===== src/rtl/fs_serial.sv =====
// Bit-serial full subtractor: computes a - b - bi one bit per clock, LSB first,
// through a single full-subtractor cell, then presents d/bo with a done pulse.
module fs_serial #(
    parameter int WIDTH = 8
) (
    input  logic             clk,
    input  logic             rst_n,
    input  logic             start,
    input  logic [WIDTH-1:0] a,
    input  logic [WIDTH-1:0] b,
    input  logic             bi,
    output logic             busy,
    output logic             done,
    output logic [WIDTH-1:0] d,
    output logic             bo
);

    localparam int CNT_W = (WIDTH > 1) ? $clog2(WIDTH) : 1;
    localparam logic [CNT_W-1:0] LAST_BIT = CNT_W'(WIDTH - 1);

    typedef enum logic [1:0] {
        IDLE = 2'd0,
        RUN  = 2'd1,
        DONE = 2'd2
    } state_t;

    state_t           state;
    state_t           state_nxt;
    logic [WIDTH-1:0] a_sr;
    logic [WIDTH-1:0] b_sr;
    logic [WIDTH-1:0] res_sr;
    logic             brw;
    logic [CNT_W-1:0] cnt;
    logic             diff_bit;
    logic             brw_bit;
    logic             last_bit;

    function automatic logic cell_diff(input logic x, input logic y, input logic z);
        return x ^ y ^ z;
    endfunction

    function automatic logic cell_borrow(input logic x, input logic y, input logic z);
        return (~x & y) | (~x & z) | (y & z);
    endfunction

    assign diff_bit = cell_diff(a_sr[0], b_sr[0], brw);
    assign brw_bit  = cell_borrow(a_sr[0], b_sr[0], brw);
    assign last_bit = (state == RUN) && (cnt == LAST_BIT);

    always_ff @(posedge clk or negedge rst_n) begin
        if (!rst_n) begin
            state <= IDLE;
        end else begin
            state <= state_nxt;
        end
    end

    always_comb begin
        state_nxt = state;
        case (state)
            IDLE:    if (start) state_nxt = RUN;
            RUN:     if (last_bit) state_nxt = DONE;
            DONE:    state_nxt = IDLE;
            default: state_nxt = IDLE;
        endcase
    end

    always_ff @(posedge clk or negedge rst_n) begin
        if (!rst_n) begin
            a_sr   <= '0;
            b_sr   <= '0;
            res_sr <= '0;
            brw    <= 1'b0;
            cnt    <= '0;
            busy   <= 1'b0;
            done   <= 1'b0;
            d      <= '0;
            bo     <= 1'b0;
        end else begin
            case (state)
                IDLE: begin
                    if (start) begin
                        a_sr <= a;
                        b_sr <= b;
                        brw  <= bi;
                        cnt  <= '0;
                        busy <= 1'b1;
                    end
                end
                RUN: begin
                    res_sr <= {diff_bit, res_sr[WIDTH-1:1]};
                    brw    <= brw_bit;
                    a_sr   <= a_sr >> 1;
                    b_sr   <= b_sr >> 1;
                    // Counter parks at the last index; it is only cleared by the next accepted start.
                    if (last_bit) begin
                        d    <= {diff_bit, res_sr[WIDTH-1:1]};
                        bo   <= brw_bit;
                        done <= 1'b1;
                    end else begin
                        cnt <= cnt + CNT_W'(1);
                    end
                end
                DONE: begin
                    done <= 1'b0;
                    busy <= 1'b0;
                end
                default: begin
                    done <= 1'b0;
                    busy <= 1'b0;
                end
            endcase
        end
    end

endmodule


===== config.mk =====
export PLATFORM = sky130hd
export DESIGN_NAME = fs_serial
export DESIGN_NICKNAME = d
export VERILOG_FILES = /design/src/rtl/fs_serial.sv
export SDC_FILE = /design/constraint.sdc
export NUM_CORES = 1
export LEC_CHECK = 0
export BUFFER_PORTS_ARGS = -buffer_cell sky130_fd_sc_hd__buf_2
export CAP_MARGIN = 20
export CORE_AREA = 2 2 61 63
export CTS_CLUSTER_DIAMETER = 200
export DETAILED_ROUTE_END_ITERATION = 10
export DIE_AREA = 0 0 63 65
export PLACE_DENSITY = 0.82
export REMOVE_ABC_BUFFERS = 1
export SKIP_CTS_REPAIR_TIMING = 1
export SLEW_MARGIN = 20
export SYNTH_ARGS = -nofsm -noshare
export SYNTH_HDL_FRONTEND = slang
export SYNTH_SLANG_ARGS = --single-unit

===== constraint.sdc =====
create_clock -name clk -period 2.7 [get_ports clk]
set_input_delay 0.54 -clock clk [delete_from_list [all_inputs] [get_ports clk]]
set_output_delay 0.54 -clock clk [all_outputs]
set_load 0.03 [all_outputs]

==> results by group, run 1 <==
Power and ir drop
  • Pwr Density: 1170 nW/µm²
  • Combinational group share of total power: roughly two fifths
  • Sw Pwr: a little over 0.0009 W
  • Seq pwr share: 43.1%
  • Clk pwr share: 16.1%
  • Pleak: approximately 1 nW
  • Internal: between 0.0015 and 0.002 W
  • Max VDD drop: 0.510 mV
  • Net switching share of the total power: 37.1%

Placement
  • Gp weighted congestion: 0.744
  • Post-place instance area: 2010 µm²
  • Port bufs: 30
  • HPWL Detailed: roughly 2.2 mm

Floorplan
  • Die Width: 63 µm
  • Die H: 65 µm
  • Core area: 3500 µm²
  • Die area: 4100 µm²
  • FP Rows: 22
  • I/O pins: 31
  • Initial Util: 53.1%

Clock network
  • Worst-case clock buffer depth: 2
  • CTS root buf: clkbuf_4
  • CTS tree: done
  • Total number of H-tree levels: 2
  • Clock slew at reported path FFs: 120 ps
  • Worst-skew pair later-pin latency: 350 ps
  • TritonCTS Buffers: 5
  • Sink Count: 40

Critical path
  • Reg2Reg Setup Slack: just over 900 ps
  • Critical path arrival: 2020 ps
  • FF-to-FF Start: cnt[0]$_DFFE_PN0P_
  • CP startpoint kind: flop
  • Required time of the critical path: 2940 ps
  • Worst-path fanout max: 10
  • Crit path kind: reg2reg
  • Worst setup startpoint: cnt[0]$_DFFE_PN0P_
  • Crit. End Element: flop

Route
  • DRT antenna net count: 0
  • Post-Route WL: 3.23 mm
  • Routed WL per cell: 14.6 µm
  • Initial drt markers: 39
  • Initial DRT Pass Iterations: 4
  • Vias: 1249
  • DRC: 0
  • Via density: between 5 and 6

Synthesis
  • Sequential area share after synthesis: 53.9%
  • Cell Area, Synth: 1860 µm²
  • Post-synthesis register bit count: 40
  • Ys Warns: 0
  • Synth area leaders: dfrtp_1 (54%), mux2_2 (8.5%), o221a_2 (5.5%), or4b_1 (4.8%), nor3b_1 (3.2%)
  • Synth area leader: dfrtp_1
  • Synth Area per Inst: between 10 and 15 µm²
  • Top cell type's share of synthesized area: 53.9%
  • Syn Inst Count: between 100 and 150
  • Post-synth cell types: 27

Finish
  • Layout cells sized above 1: 37.4%
  • Area grow syn2layout: 12.4%
  • Final Net Count: approximately 200
  • # diodes: 0
  • Most common cell after layout, fill and taps aside: dfrtp_1
  • Final Cell Area: 2090 µm²
  • Commonest cells after routing, fill and taps aside: dfrtp_1 (40), buf_2 (30), mux2_2 (14), inv_1 (13)

Global routing
  • Largest net degree at the start of global routing: 41
  • GRT Total Usage: 17.6%
  • Initial antenna violation count: 0
  • Vias in the first global route: 1206
  • First-pass GRT wire length: 5.53 mm
  • GRT Residual Overflow: 0

STA
  • Worst-Margin Slew: between 800 and 900 ps
  • Final Max Tran Viols: 0
  • Relative slew slack: 42.5%
  • Period utilization: 65.9%
  • Fmax achieved: 562 MHz
  • Final setup viols: 0
  • Fin. Hold Viols: 0
  • RSZ-0062 raised after global routing: false
  • Final setup TNS: 0 ps
  • Final min period: 1780 ps
  • Final Skew: slightly above 9 ps

Run status
  • Outcome: finished, final reports clean

Hold path
  • Worst min-delay path class: in2async

Run
  • Number of maximum-capacitance violations: 0
[critical path: stages, from the launching register on]
cell and delay (ps):
dfrtp_1 430, ha_1 210, ha_1 260, nand3b_1 390, mux2_2 390
[kinds of logic after synthesis]
logic type | count (synthesis) | share of synthesized area, %
multiplexers | 16 | 9.56
flip-flops | 40 | 53.9
AO/OA/AOI/OAI | 25 | 12.0
buffers and inverters | 26 | 6.67
adder cells (fa/ha/maj) | 3 | 2.42
AND/OR/NAND/NOR | 37 | 15.5
[path summary, 6_finish.rpt]
path / end / cells after the start
hold reg to reg: d[5]$_DFFE_PN0P_ / 1
min in group clk: d[5]$_DFFE_PN0P_ / 1
setup / recovery: d[0]$_DFFE_PN0P_ / 4
max in group asynchronous: busy$_DFFE_PN0P_ / 1
setup reg to reg: d[0]$_DFFE_PN0P_ / 4
hold / removal: d[2]$_DFFE_PN0P_ / 1
[stage by stage]
step | setup slack [ps] | power, W | hold slack [ps] | std cells | utilization, %
3_3_place_gp | 1000 | 0.00201 | 483 | 214 | 57.4
2_1_floorplan | 974 | 0.00178 | 244 | 134 | -
3_5_place_dp | 931 | 0.00208 | 490 | 214 | 57.4
6_report | 920 | 0.00244 | 286 | 222 | 59.7
4_1_cts | 916 | 0.00247 | 304 | 222 | 59.7
5_1_grt | 831 | 0.00262 | 345 | 222 | 59.7
[synthesized netlist by cell type]
| cell type | instances |
|---|---|
| nand3_1 | 3 |
| nand2b_1 | 4 |
| buf_2 | 8 |
| nor4b_1 | 6 |
| clkbuf_1 | 2 |
| a211oi_1 | 6 |
| buf_6 | 2 |
| clkbuf_2 | 1 |
| or2_2 | 1 |
| o21bai_1 | 1 |
| o221a_2 | 9 |
| or4b_1 | 9 |
| inv_1 | 13 |
| a211o_1 | 2 |
| mux2i_1 | 2 |
| nor4bb_1 | 2 |
| fa_1 | 1 |
| mux2_2 | 14 |
| dfrtp_1 | 40 |
| nor2_1 | 1 |
| o21ba_2 | 1 |
| o221ai_1 | 3 |
| nand2_1 | 2 |
| nand3b_1 | 1 |
| ha_1 | 2 |
| a21oi_1 | 3 |
| nor3b_1 | 8 |
[power by group through the flow]
stage | clock network (W) | registers, W | logic [W]
CTS | 0.000403 | 0.00105 | 0.00101
global route | 0.000431 | 0.00109 | 0.00110
detailed placement | 0 | 0.00107 | 0.00101
finish | 0.000392 | 0.00105 | 0.000997
floorplan | 0 | 0.00122 | 0.000561
global placement | 0 | 0.00104 | 0.000962
[per-layer routing]
metal | vias up | track usage [%] | part of all wire [%]
li1 | 595 | - | -
met1 | 613 | 21.7 | 45
met2 | 35 | 29.4 | 49
met3 | 6 | 4.51 | 5.1
met4 | 0 | 7.50 | 1.4
met5 | - | 0 | 0
[layout make-up]
| cell class | instances | area (µm²) |
|---|---|---|
| Tap cell | 48 | 60.1 |
| Clock inverter | 3 | 42.5 |
| Clock buffer | 5 | 37.5 |
| Multi-Input combinational cell | 81 | 733 |
| Inverter | 13 | 48.8 |
| Sequential cell | 40 | 1000 |
| Fill cell | 312 | 1410 |
| Timing Repair Buffer | 32 | 165 |
[sequential cells by signal, indices dropped and copies added (netlist names)]
register / count
bo: 1
b_sr: 8
cnt: 3
a_sr: 8
done: 1
res_sr: 7
d: 8
state: 2
busy: 1
brw: 1
(Power assumes the default switching activity.)
==> run 2: changes to the inputs <==
- ABC_AREA: default -> 1
- CORE_AREA: 2 2 61 63 -> 2 2 67 69
- DIE_AREA: 0 0 63 65 -> 0 0 69 71
- PLACE_DENSITY: 0.82 -> 0.79
- clock period: 2.7 -> 1.6 ns (I/O delays scaled with it)
==> results by group, run 2 <==
Run status
  • Outcome: finished, final reports clean

STA
  • Worst-Margin Slew: 497 ps (-366 ps)
  • Final Max Tran Viols: 0 (unchanged)
  • Final setup viols: 0 (unchanged)
  • Fmax achieved: 732 MHz (+30%)
  • Final Skew: 2.27 ps (-7.06 ps)
  • Worst setup margin: 234 ps (-686 ps)
  • Relative slew slack: 66.9% (+24 points)
  • Fin. Hold Viols: 0 (unchanged)
  • RSZ-0062 raised after global routing: false
  • Final min period: 1370 ps (-414 ps)
  • Hold WS: 72.6 ps (-213 ps)
  • Final setup TNS: 0 ps (unchanged)
  • Period utilization: 85.4% (+19 points)

Critical path
  • Critical path arrival: 1550 ps (-470 ps)
  • Worst-path fanout max: 19 (+9)
  • Crit. End Element: flop
  • Reg2Reg Setup Slack: 230 ps (-690 ps)
  • Crit path kind: reg2reg
  • FF-to-FF Start: cnt[0]$_DFFE_PN0P_
  • WP depth: 6 (+2)
  • CP startpoint kind: flop
  • Slowest-stage cell, CP: dfrtp_1
  • Worst r2r dst: d[0]$_DFFE_PN0P_
  • Worst setup startpoint: cnt[0]$_DFFE_PN0P_
  • Reg2Reg Depth: 6 (+2)
  • Bufs and invs on worst path: 1 (+1)
  • Setup crit end: d[0]$_DFFE_PN0P_
  • Critical Path Max Stage Delay: 400 ps (-30 ps)
  • CP cell instances: ha_1 > ha_1 > nand3_4 > inv_1 > nand2_1 > nand2_1
  • Delay-heaviest family, CP: adder cells
  • Required time of the critical path: 1790 ps (-1150 ps)

Clock network
  • Total number of H-tree levels: 2 (unchanged)
  • CTS tree: done
  • Worst-skew pair later-pin latency: 290 ps (-60 ps)
  • TritonCTS Buffers: 5 (unchanged)
  • Clock slew at reported path FFs: 70 ps (-50 ps)
  • Sink Count: 40 (unchanged)
  • Worst-case clock buffer depth: 2 (unchanged)
  • CTS root buf: clkbuf_8

Synthesis
  • Top cell type's share of synthesized area: 48.5% (-5.4 points)
  • Syn Inst Count: 233 (+59%)
  • Post-synth cell types: 19 (-30%)
  • Post-synth ARST share: 100% (unchanged)
  • Synth area leader: dfrtp_1
  • Sequential area share after synthesis: 48.5% (-5.4 points)
  • Top_reg_cell synth: dfrtp_1
  • Commonest cells in the netlist: nand2_1 (62), inv_1 (44), dfrtp_1 (40), nand3_1 (35), nand3_2 (11)
  • Ys Warns: 0 (unchanged)
  • Post-synthesis register bit count: 40 (unchanged)
  • Synth Area per Inst: 8.86 µm² (-30%)
  • Synth area leaders: dfrtp_1 (48%), nand2_1 (11%), nand3_1 (8.5%), inv_1 (8.0%), nand3_2 (5.3%)
  • Post-synth EDFFs: 0 (unchanged)
  • Cell Area, Synth: 2060 µm² (+11%)
  • Most numerous cell in the Yosys netlist: nand2_1

Floorplan
  • FP Rows: 24 (+9.1%)
  • Die H: 71 µm (+9.2%)
  • I/O pins: 31 (unchanged)
  • Initial Util: 49.1% (-4.0 points)
  • Core area: 4200 µm² (+20%)
  • Die area: 4900 µm² (+20%)
  • Die Width: 69 µm (+9.5%)

Finish
  • Final Cell Area: 2280 µm² (+9.1%)
  • Fin util: 54.2% (-5.5 points)
  • Commonest cells after routing, fill and taps aside: nand2_1 (62), inv_1 (44), dfrtp_1 (40), nand3_1 (35), buf_2 (30)
  • Most common cell after layout, fill and taps aside: nand2_1
  • # diodes: 0 (unchanged)
  • Registers with the most flip-flops: a_sr: 8 flops, b_sr: 8 flops, d: 8 flops
  • Area grow syn2layout: 10.4%
  • Final Net Count: 284 (+45%)
  • Layout cells sized above 1: 24.0% (-13 points)

Power and ir drop
  • Pleak: 1.27 nW (+31%)
  • Pwr Density: 1970 nW/µm² (+69%)
  • Max VDD drop: 0.809 mV (+59%)

Route
  • Via density: 4.81 (-15%)
  • Routed WL per cell: 11.5 µm (-21%)
  • Vias: 1510 (+21%)
  • DRT antenna net count: 0 (unchanged)
  • DRC: 0 (unchanged)
  • Initial drt markers: 83 (+110%)
  • Post-Route WL: 3.61 mm (+12%)
  • Initial DRT Pass Iterations: 4 (unchanged)

Placement
  • HPWL Detailed: 2.40 mm (+7.3%)
  • Pre-CTS setup slack: 238 ps (-693 ps)
  • Port bufs: 30 (unchanged)
  • Gp weighted congestion: 0.780 (+4.8%)
  • Post-place instance area: 2190 µm² (+9.0%)

Hold path
  • Worst min-delay path class: in2async

Global routing
  • Initial antenna violation count: 0 (unchanged)
  • Vias in the first global route: 1457 (+21%)
  • Largest net degree at the start of global routing: 46 (+12%)
  • GRT Residual Overflow: 0 (unchanged)
  • First-pass GRT wire length: 6.43 mm (+16%)
  • GRT Total Usage: 16.6% (-1.0 points)

Run
  • Number of maximum-capacitance violations: 0 (unchanged)
[run 2: changes by cell type in the layout (fill, tap and decap cells not counted), sizes merged, moves of 4 or more]
cell,previous run,this run
mux2,14,0
nor3b,8,0
nor4b,6,0
nand2,2,65
a211oi,6,0
nand2b,4,0
or4b,9,0
inv,13,45
o221a,9,0
o21ai,0,17
nand3,3,47
[run 2: worst min-delay path by stage]
stage / from / end / slack (ps) / cells past startpoint
2_1_floorplan: rst_n / a_sr[0]$_DFFE_PN0P_ / 20 / 0
3_3_place_gp: rst_n / cnt[2]$_DFFE_PN0P_ / 410 / 2
6_report: rst_n / d[1]$_DFFE_PN0P_ / 70 / 2
5_1_grt: rst_n / d[1]$_DFFE_PN0P_ / 120 / 2
3_5_place_dp: rst_n / d[1]$_DFFE_PN0P_ / 410 / 2
4_1_cts: rst_n / brw$_DFFE_PN0P_ / 90 / 2
[run 2: per-layer routing]
layer / GRT usage [%] / vias up / share of wire, %
li1: - / 778 / -
met1: 21.2 / 699 / 47
met2: 26.5 / 26 / 48
met3: 3.42 / 7 / 3.5
met4: 9.37 / 0 / 2.4
met5: 0 / - / 0
[run 2: cell type report]
cell class | instances | area, µm²
fillers | 412 | 1930
flip-flops and latches | 40 | 1000
multi-input cells | 136 | 778
repair buffers | 33 | 173
inverters | 45 | 171
clock buffers | 8 | 90.1
well taps | 52 | 65.1
[run 2: where the power goes]
group / switching (W) / total (W) / internal [W]
registers: 0.000260 / 0.00174 / 0.00148
logic: 0.00131 / 0.00206 / 0.000745
clock network: 0.000338 / 0.000689 / 0.000352
[run 2: logic make-up after synthesis]
group | Yosys count | synth area share, %
simple gates | 116 | 29.9
buf+inv | 57 | 13.8
flops | 40 | 48.5
compound gates | 17 | 5.58
fa+ha+maj | 3 | 2.18
[run 2: metrics by stage]
step | total power (W) | std cells
detailed placement | 0.00384 | 306
CTS | 0.00455 | 314
floorplan | 0.00333 | 221
global route | 0.00490 | 314
global placement | 0.00375 | 306
finish | 0.00449 | 314
